--- config.mk ---
export PLATFORM = sky130hd
export DESIGN_NAME = d_fwd_ctrl
export DESIGN_NICKNAME = d
export VERILOG_FILES = /design/src/rtl/d_fwd_ctrl.sv
export SDC_FILE = /design/constraint.sdc
export NUM_CORES = 1
export LEC_CHECK = 0
export ABC_AREA = 1
export CORE_ASPECT_RATIO = 0.5
export CORE_MARGIN = 2
export CORE_UTILIZATION = 29
export CTS_CLUSTER_SIZE = 12
export DETAILED_ROUTE_END_ITERATION = 6
export DONT_BUFFER_PORTS = 1
export PLACE_DENSITY_LB_ADDON = 0.15
export REMOVE_ABC_BUFFERS = 1
export SYNTH_ARGS = -nofsm -noshare
export SYNTH_HDL_FRONTEND = slang
export SYNTH_SLANG_ARGS = --single-unit
--- constraint.sdc ---
create_clock -name clk -period 1.64 [get_ports clk]
set_input_delay 0.41 -clock clk [delete_from_list [all_inputs] [get_ports clk]]
set_output_delay 0.41 -clock clk [all_outputs]
set_load 0.1 [all_outputs]
--- src/rtl/d_fwd_ctrl.sv ---
// Decode-stage hazard/forwarding controller: scoreboard of E/M/W writers -> D forwarding selects and stall.
// Optional stall cycle counter output enabled by defining D_FWD_STALL_CNT_EN.
module d_fwd_ctrl #(
   parameter int ADDR_W = 5,
   parameter int TNEW_W = 2
) (
   input  logic              clk,
   input  logic              reset,
   input  logic              d_valid,
   input  logic [ADDR_W-1:0] d_rs,
   input  logic [ADDR_W-1:0] d_rt,
   input  logic [TNEW_W-1:0] d_tuse_rs,
   input  logic [TNEW_W-1:0] d_tuse_rt,
   input  logic [ADDR_W-1:0] d_waddr,
   input  logic [TNEW_W-1:0] d_tnew,
   output logic [1:0]        mfrsd_c,
   output logic [1:0]        mfrtd_c,
   output logic              stall
`ifdef D_FWD_STALL_CNT_EN
   ,
   output logic [31:0]       stall_cnt
`endif
);

   localparam logic [1:0] SEL_RF = 2'b00;
   localparam logic [1:0] SEL_AO_M = 2'b01;
   localparam logic [1:0] SEL_M4 = 2'b10;

   logic [ADDR_W-1:0] r_e_addr, r_m_addr, r_w_addr;
   logic [TNEW_W-1:0] r_e_tnew, r_m_tnew, r_w_tnew;

   logic [1:0][ADDR_W-1:0] w_src;
   logic [1:0][TNEW_W-1:0] w_tuse;
   logic [1:0][1:0]        w_sel;
   logic [1:0]             w_stall_src;
   logic                   w_stall;

   // Tnew counts down toward 0 and saturates there.
   function automatic logic [TNEW_W-1:0] dec(input logic [TNEW_W-1:0] t);
      return (t == '0) ? '0 : t - TNEW_W'(1);
   endfunction

   assign w_src[0]  = d_rs;
   assign w_src[1]  = d_rt;
   assign w_tuse[0] = d_tuse_rs;
   assign w_tuse[1] = d_tuse_rt;

   genvar gi;
   generate
      for (gi = 0; gi < 2; gi++) begin : g_src
         logic w_e_hit, w_m_hit, w_w_hit;

         assign w_e_hit = (w_src[gi] != '0) && (r_e_addr == w_src[gi]);
         assign w_m_hit = (w_src[gi] != '0) && (r_m_addr == w_src[gi]);
         assign w_w_hit = (w_src[gi] != '0) && (r_w_addr == w_src[gi]);

         assign w_stall_src[gi] = (w_e_hit && (r_e_tnew > w_tuse[gi])) ||
                                  (w_m_hit && (r_m_tnew > w_tuse[gi]));

         // Youngest writer wins; a hit in E is resolved later in E or by the stall.
         assign w_sel[gi] = !d_valid                        ? SEL_RF   :
                            w_e_hit                         ? SEL_RF   :
                            (w_m_hit && (r_m_tnew == '0))   ? SEL_AO_M :
                            w_m_hit                         ? SEL_RF   :
                            w_w_hit                         ? SEL_M4   :
                                                              SEL_RF;
      end
   endgenerate

   assign w_stall = d_valid && (w_stall_src[0] || w_stall_src[1]);
   assign stall   = w_stall;
   assign mfrsd_c = w_sel[0];
   assign mfrtd_c = w_sel[1];

   always_ff @(posedge clk or posedge reset) begin
      if (reset) begin
         r_e_addr <= '0;
         r_e_tnew <= '0;
         r_m_addr <= '0;
         r_m_tnew <= '0;
         r_w_addr <= '0;
         r_w_tnew <= '0;
      end else begin
         if (w_stall || !d_valid) begin
            r_e_addr <= '0;
            r_e_tnew <= '0;
         end else begin
            r_e_addr <= d_waddr;
            r_e_tnew <= d_tnew;
         end
         r_m_addr <= r_e_addr;
         r_m_tnew <= dec(r_e_tnew);
         r_w_addr <= r_m_addr;
         r_w_tnew <= dec(r_m_tnew);
      end
   end

`ifdef D_FWD_STALL_CNT_EN
   logic [31:0] r_stall_cnt;

   always_ff @(posedge clk or posedge reset) begin
      if (reset) begin
         r_stall_cnt <= '0;
      end else if (w_stall) begin
         r_stall_cnt <= r_stall_cnt + 32'd1;
      end
   end

   assign stall_cnt = r_stall_cnt;
`endif

endmodule

==> results.toml, run 1 <==
[status]
status = "finished with violations"
failed_checks = "negative setup slack"

[grt]
grt_max_degree = 20
globalRouteMet2Util = 0.217
grt-ovfl-total = 0
grt_antenna_before_repair = 0
grt_use_met3 = 0.0282
grt_pass1_vias = 1081
grt_use_total = 0.133
grt_util_met1 = 0.183
top_usage_layer = "met2"
grt_pass1_wl_um = 5180

[clock_tree]
cts_tree = "yes"
holdBufCountCts = 0
h-tree-depth = 1
cts.sinks = 19
clock_path_buffers = 2
clkLatencyLatePin_ps = 260
clkTransAtPathRegs_ps = 80
cts-root-buf = "clkbuf_8"
cts_inserted_buffers = 3

[route]
drc_errors = 0
wl_per_cell_um = 12.2
wl_um = 3070
vias_per_cell = 4.38
antenna_left = 0
drt_pass1_iterations = 4
drt_iter0_drc = 35
vias = 1099

[flow_run]
timing.max_cap.violations = 0

[pwr]
p_leak_nw = 0.850
peakVddDrop_mv = 0.286
pwr_density_cell_nw_per_um2 = 646

[layout]
seqCellArea_um2 = 477
antenna_cells = 0
fin_area_um2 = 1790
stdcell_count = 251
layout.nets = 227
drive_above_1_share = 0.278
multiInputGateArea_um2 = 836
syn2layout_area_growth_pct = 36.1
fill_cells = 441

[floorplanning]
num_rows = 17
die_area_um2 = 5140
coreArea_um2 = 4380
initial_core_util = 0.301
die_x_um = 99.4
fp.dieH_um = 51.7
io_pins = 29

[critical_path]
worstPathMaxFanout = 3
arrival_ps = 1710
rrSetupSlack_ps = -40
cp-end-kind = "primary output"
cp-start-kind = "register"
cp.required_ps = 1230
crit_type = "register to primary output"

[synthesis]
syn_inst = 173
yosysSeqAreaShare = 0.361
syn_area_per_cell_um2 = 7.62
synth_area_leader_cell = "dfrtp_1"
ys_warn_count = 0
ys_ff_latch = 19
synth_area_um2 = 1320
yosysUniqueCellTypes = 21
yosysTopAreaCellShare = 0.361
synth_area_leaders = "dfrtp_1, inv_1, xnor2_1"

[sta]
slew_violations = 0
min_period_over_period = 1.30
timing.fmax_mhz = 471
rsz0062_at_grt = "true"
finClkSkew_ps = 3.43
slew-limit-headroom = 0.837
finalHoldViolations = 0
tightest_slew_ps = 244
fin_crit_ps = 2120
finalWorstSetupSlack_ps = -485
setup_viol = 12

[min_path]
hp-class = "input port to async pin"

[placed_design]
dp_cells = 244
dpl-instance-area_um2 = 1600
portBuffers = 0
place_congestion = 0.788
hpwl_um = 2540
## what timing repair did
item	CTS	global route
endpoints found under the setup margin	6	12
setup buffers	1	2
pin swaps	12	12
gates resized for setup	5	22
## final timing paths
check | from | endpoint | depth (start not counted)
setup reg to reg | r_e_tnew[1] | r_e_tnew[0] | 10
max in group asynchronous | reset | r_e_tnew[1] | 2
hold / removal | reset | r_e_addr[1] | 2
min in group clk | d_waddr[1] | r_e_addr[1] | 2
setup / recovery | r_e_tnew[1] | stall | 8
hold reg to reg | r_m_addr[2] | r_w_addr[2] | 0
## sequential cells by signal, indices dropped and copies added (netlist names)
name	cells
r_w_addr	5
r_m_tnew	2
r_m_addr	5
r_e_tnew	2
r_e_addr	5
## Yosys cell counts, drive strengths merged
| master | number |
|---|---|
| xnor2 | 16 |
| o2111ai | 1 |
| a21oi | 9 |
| nor2 | 23 |
| nand4 | 4 |
| clkbuf | 1 |
| dfrtp | 19 |
| inv | 38 |
| o211ai | 2 |
| nand3 | 5 |
| nor3 | 4 |
| nand2 | 36 |
| xor2 | 4 |
| ha | 8 |
| o22ai | 2 |
| nor3b | 1 |
## critical path, stage by stage, from the launching register on
cell	delay, ps
dfrtp_2	450
ha_4	290
a21oi_2	50
a21oi_2	110
nand3_1	100
nand2_2	100
nor2_4	50
nor2_4	110
buf_12	180
## stage by stage
step            util  power [mW]  hold WS (ps)  setup WS, ps  setup TNS [ps]
2_1_floorplan      -       0.711           361         -1760           -7120
3_3_place_gp   0.365       0.786           337          -278           -1040
3_5_place_dp   0.365       0.790           337          -305           -1170
4_1_cts        0.382        1.14          49.7          -532           -2190
5_1_grt        0.409        1.24          78.3          -596           -3580
6_report       0.409        1.16          50.1          -485           -2260
## final cells by class
class	count	share of cell area
clock inverters	1	0.00418
repair buffers	18	0.122
well taps	57	0.0397
clock buffers	3	0.0230
flip-flops and latches	19	0.266
multi-input cells	115	0.466
inverters	38	0.0795
## power breakdown
part	switching [mW]	internal, mW
registers	0.0308	0.496
clock network	0.163	0.171
logic	0.163	0.135
total	0.357	0.802
## placed cells by master (no fill, tap or decap)
master | Yosys | routed
ha_2 | 0 | 1
nor2_1 | 15 | 9
ha_4 | 0 | 2
xnor2_2 | 0 | 1
nor2_4 | 1 | 8
nand3_2 | 1 | 1
xor2_1 | 4 | 4
xnor2_1 | 16 | 15
nor2_2 | 7 | 6
buf_6 | 0 | 1
buf_12 | 0 | 2
buf_4 | 0 | 12
nand2_1 | 34 | 31
inv_2 | 0 | 1
inv_1 | 38 | 37
o22ai_1 | 2 | 2
clkbuf_8 | 0 | 3
nand2_8 | 0 | 1
nor3b_4 | 0 | 1
nor3_1 | 4 | 2
nor3_4 | 0 | 1
a21oi_2 | 0 | 3
dfrtp_1 | 19 | 18
nand3_1 | 4 | 4
clkinvlp_4 | 0 | 1
ha_1 | 8 | 5
nand4_1 | 4 | 4
dfrtp_2 | 0 | 1
nor3_2 | 0 | 1
a21oi_1 | 9 | 6
o211ai_1 | 2 | 2
nand2_2 | 1 | 4
o2111ai_1 | 1 | 1
buf_16 | 0 | 1
clkbuf_16 | 0 | 2
## logic make-up (layout without fill, tap and decap cells)
kind of cell / Yosys count / after routing / share of synthesized area
flip-flops: 19 / 19 / 0.361
buffers and inverters: 39 / 60 / 0.112
AND/OR/NAND/NOR: 73 / 73 / 0.257
adder cells (fa/ha/maj): 8 / 8 / 0.0759
XOR/XNOR: 20 / 20 / 0.133
AO/OA/AOI/OAI: 14 / 14 / 0.0617
## metal layers
| metal | vias up | wire length [um] |
|---|---|---|
| met4 | 0 | 12 |
| met5 | - | 0 |
| met3 | 2 | 100 |
| li1 | 574 | - |
| met1 | 502 | 1530 |
| met2 | 21 | 1430 |
No activity file was read; power rests on OpenSTA's default activity.
==> inputs of run 2 (changes only) <==
--- a/config.mk
+++ b/config.mk
@@ -7,8 +7,8 @@
 export LEC_CHECK = 0
 export ABC_AREA = 1
 export CORE_ASPECT_RATIO = 0.5
-export CORE_MARGIN = 2
 export CORE_UTILIZATION = 29
+export CTS_CLUSTER_DIAMETER = 120
 export CTS_CLUSTER_SIZE = 12
 export DETAILED_ROUTE_END_ITERATION = 6
 export DONT_BUFFER_PORTS = 1
==> results.toml, run 2 (synthesized netlist as in run 1, its figures left out) <==
[route]
dr_wl_met3_um = 104
drt_pass1_iterations = 4
wl_met2_um = 1500
antenna_left = 0
top_layer = "met4"
drc_errors = 0
wl_um = 3130
drt_iter0_drc = 50
vias = 1114
wl_per_cell_um = 12.6
wl_met1_um = 1500
vias_per_cell = 4.47

[pwr]
peakVddDrop_mv = 0.204
pwr_density_cell_nw_per_um2 = 653
pwr-share-comb = 0.264
p_int_mw = 0.808
p_leak_nw = 0.865
switching_share = 0.312
p_clk_frac = 0.288
switching_power_mw = 0.366
seq_power_share = 0.449

[layout]
antenna_cells = 0
final_common_cell = "inv_1"
final_core_utilization = 0.436
seqCellArea_um2 = 477
layout.nets = 228
fill_cells = 412
drive_above_1_share = 0.318
multiInputGateArea_um2 = 840
syn2layout_area_growth_pct = 36.3
reg_top3 = "r_e_addr: 5 flops, r_m_addr: 5 flops, r_w_addr: 5 flops"
mostFrequentLayoutCells = "inv_1, nand2_1, dfrtp_1"

[critical_path]
cp-end-kind = "primary output"
cp-start-kind = "register"
rrSetupSlack_ps = 60
arrival_ps = 1700
cp.required_ps = 1230
crit_type = "register to primary output"
worstPathMaxFanout = 3

[floorplanning]
io_pins = 29
die_area_um2 = 4840
die_x_um = 97.4
num_rows = 16
fp.dieH_um = 49.7
initial_core_util = 0.320
coreArea_um2 = 4120

[min_path]
hp-class = "input port to async pin"

[sta]
slew-limit-headroom = 0.832
finalWorstSetupSlack_ps = -471
fin_crit_ps = 2110
whs_ps = 57.3
finClkSkew_ps = 1.69
min_period_over_period = 1.29
timing.fmax_mhz = 474
setup_viol = 5
rsz0062_at_grt = "true"
slew_violations = 0
finalHoldViolations = 0
setup_tns_ps = -1930
tightest_slew_ps = 252

[clock_tree]
holdBufCountCts = 0
cts_tree = "yes"
h-tree-depth = 1
cts_inserted_buffers = 3
cts-root-buf = "clkbuf_8"
cts.sinks = 19
clock_path_buffers = 2
clkLatencyLatePin_ps = 260
clkTransAtPathRegs_ps = 80

[grt]
grt_pass1_wl_um = 5250
grt_max_degree = 20
grt_use_total = 0.141
grt_pass1_vias = 1114
grt_antenna_before_repair = 0
grt-ovfl-total = 0

[flow_run]
timing.max_cap.violations = 0

[status]
failed_checks = "negative setup slack"
status = "finished with violations"

[placed_design]
dp_slack_ps = -335
place_congestion = 0.812
hpwl_um = 2510
portBuffers = 0
==> run 2: changes by cell type in the layout (fill, tap and decap cells not counted), moves of 2 or more <==
cell     before  now
nor2_2        6   11
buf_4        12   14
nand2_2       4    8
nand2_1      31   27
nor2_4        8    4
==> run 2: per-layer routing <==
layer | vias to the layer above | GRT usage
met2 | 26 | 0.240
met5 | - | 0
li1 | 573 | -
met1 | 513 | 0.186
met4 | 0 | 0.0221
met3 | 2 | 0.0340
==> run 2: worst paths after layout <==
path | startpoint | endpoint | depth (start not counted)
min reg2reg | r_m_addr[2] | r_w_addr[2] | 0
min in group clk | d_waddr[0] | r_e_addr[0] | 2
min | reset | r_e_addr[4] | 2
max reg2reg | r_m_tnew[1] | r_e_addr[4] | 9
max | r_m_tnew[1] | stall | 8
max in group asynchronous | reset | r_e_tnew[1] | 2
==> run 2: worst max-delay path: stages (launching register included) <==
cell and delay [ps]:
dfrtp_1 410, ha_1 300, a21oi_1 60, a21oi_1 150, nand3_1 110, nand2_2 100
nor2_4 40, nor2_4 90, buf_12 180
==> run 2: stage by stage <==
step                      instances  instance area [um^2]  total power, mW
after floorplan                 172                  1310            0.711
after global placement          241                  1590            0.785
after detailed placement        241                  1590            0.789
after CTS                       246                  1720             1.17
after global routing            249                  1800             1.25
final                           249                  1800             1.17
==> run 2: timing repair <==
item,in CTS,in global routing
endpoints found under the setup margin,12,12
resized for setup,16,12
buffers inserted,2,3
pin swaps,16,9
==> run 2: cell type report <==
class,count,share of cell area
clock buffer,3,0.0230
inverter,38,0.0793
timing repair buffer,19,0.124
multi-input combinational,115,0.467
clock inverter,1,0.00418
sequential,19,0.265
tap,54,0.0376
==> run 2: power by group through the flow <==
stage,Sequential [mW],Clock (mW),Combinational [mW]
2_1_floorplan,0.526,0,0.184
3_3_place_gp,0.533,0,0.252
3_5_place_dp,0.535,0,0.254
4_1_cts,0.527,0.354,0.286
5_1_grt,0.531,0.369,0.346
6_report,0.527,0.338,0.310
==> inputs of run 3 (changes only) <==
--- a/config.mk
+++ b/config.mk
@@ -13,7 +13,6 @@
 export DETAILED_ROUTE_END_ITERATION = 6
 export DONT_BUFFER_PORTS = 1
 export PLACE_DENSITY_LB_ADDON = 0.15
-export REMOVE_ABC_BUFFERS = 1
 export SYNTH_ARGS = -nofsm -noshare
 export SYNTH_HDL_FRONTEND = slang
 export SYNTH_SLANG_ARGS = --single-unit
==> results.toml, run 3 (synthesized netlist as in run 1, its figures left out) <==
[critical_path]
critical-path-max-stage-delay_ps = 450
crit_buf_inv = 1
path_cells = "ha_4, a21oi_2, a21oi_2, nand3_1, nand2_2, nor2_4, nor2_4, buf_12"
cp-end-kind = "primary output"
crit_type = "register to primary output"
arrival_ps = 1710
worstReg2RegStart = "r_e_tnew[1]"
crit_path_start = "r_e_tnew[1]"
worstPathMaxFanout = 3
slowest_stage = "dfrtp_2"
cp-start-kind = "register"
rrSetupSlack_ps = 100
cp.required_ps = 1230
cp_top_family = "flip-flops"

[pwr]
switching_power_mw = 0.358
p_int_mw = 0.800
p_clk_frac = 0.287
seq_power_share = 0.455
pwr_density_cell_nw_per_um2 = 651
p_leak_nw = 0.819
pwr-share-comb = 0.259
peakVddDrop_mv = 0.309
switching_share = 0.309
design_power_total_mw = 1.16

[clock_tree]
cts_inserted_buffers = 3
cts-root-buf = "clkbuf_8"
clkTransAtPathRegs_ps = 80
cts.sinks = 19
cts_tree = "yes"
clkLatencyLatePin_ps = 260
holdBufCountCts = 0
clock_path_buffers = 2
h-tree-depth = 1

[layout]
antenna_cells = 0
drive_above_1_share = 0.325
layout.nets = 224
syn2layout_area_growth_pct = 35.0
final_core_utilization = 0.432
mostFrequentLayoutCells = "inv_1, nand2_1, dfrtp_1"
final_common_cell = "inv_1"
reg_top3 = "r_e_addr: 5 flops, r_m_addr: 5 flops, r_w_addr: 5 flops"

[grt]
grt_use_total = 0.142
grt_pass1_vias = 1134
grt_pass1_wl_um = 5370
grt_antenna_before_repair = 0
grt-ovfl-total = 0
grt_max_degree = 20

[status]
failed_checks = "negative setup slack"
status = "finished with violations"

[route]
drt_iter0_drc = 56
wl_per_cell_um = 12.5
antenna_left = 0
vias_per_cell = 4.48
drc_errors = 0
drt_pass1_iterations = 4
vias = 1098
wl_um = 3050

[sta]
finClkSkew_ps = 3.51
timing.fmax_mhz = 472
fin_crit_ps = 2120
slew-limit-headroom = 0.756
finalHoldViolations = 0
setup_viol = 5
tightest_slew_ps = 364
min_period_over_period = 1.29
setup_tns_ps = -1890
rsz0062_at_grt = "true"
slew_violations = 0
finalWorstSetupSlack_ps = -480

[synthesis]
syn-num-nets = 205

[floorplanning]
coreArea_um2 = 4120
die_area_um2 = 4840
fp.dieH_um = 49.7
die_x_um = 97.4
num_rows = 16
io_pins = 29
initial_core_util = 0.320

[flow_run]
timing.max_cap.violations = 0

[placed_design]
place_congestion = 0.849
hpwl_um = 2540
dp_slack_ps = -346
portBuffers = 0

[min_path]
hp-class = "input port to async pin"
## run 3: per-layer routing
layer | global-route usage | vias up | routed length, um
met5 | 0 | - | 0
met4 | 0.0368 | 0 | 0
met3 | 0.0312 | 0 | 125
met2 | 0.232 | 26 | 1390
met1 | 0.192 | 504 | 1540
li1 | - | 568 | -
## run 3: final cells by class
class / count / area (um^2)
Multi-Input combinational cell: 115 / 867
Clock buffer: 3 / 41.3
Tap cell: 54 / 67.6
Clock inverter: 1 / 5.00
Sequential cell: 19 / 479
Timing Repair Buffer: 15 / 175
Inverter: 38 / 145
Fill cell: 435 / 2340
## run 3: path summary, 6_finish.rpt
| path | endpoint | depth (start not counted) |
|---|---|---|
| max | stall | 8 |
| max in group asynchronous | r_m_tnew[1] | 2 |
| min | r_m_addr[2] | 2 |
| min in group clk | r_e_tnew[1] | 2 |
| min reg2reg | r_m_addr[2] | 0 |
| max reg2reg | r_e_addr[3] | 9 |
## run 3: what timing repair did
| item | in CTS | in global routing |
|---|---|---|
| pin swaps | 6 | 7 |
| gates resized for setup | 13 | 9 |
| endpoints found under the hold margin | 0 | 0 |
| buffers inserted | 2 | 0 |
| endpoints found under the setup margin | 12 | 12 |
## run 3: stage by stage
step / cell area, um^2 / cells / hold WS (ps)
CTS: 1740 / 245 / 69.7
global placement: 1630 / 239 / 352
finish: 1780 / 245 / 67.9
detailed placement: 1630 / 239 / 351
global route: 1780 / 245 / 88.0
floorplan: 1410 / 173 / 361
## run 3: power groups by stage
stage          clock (mW)  sequential (mW)  combinational (mW)
2_1_floorplan           0            0.528               0.206
3_3_place_gp            0            0.534               0.263
3_5_place_dp            0            0.535               0.264
4_1_cts             0.346            0.526               0.289
5_1_grt             0.372            0.531               0.338
6_report            0.332            0.527               0.300
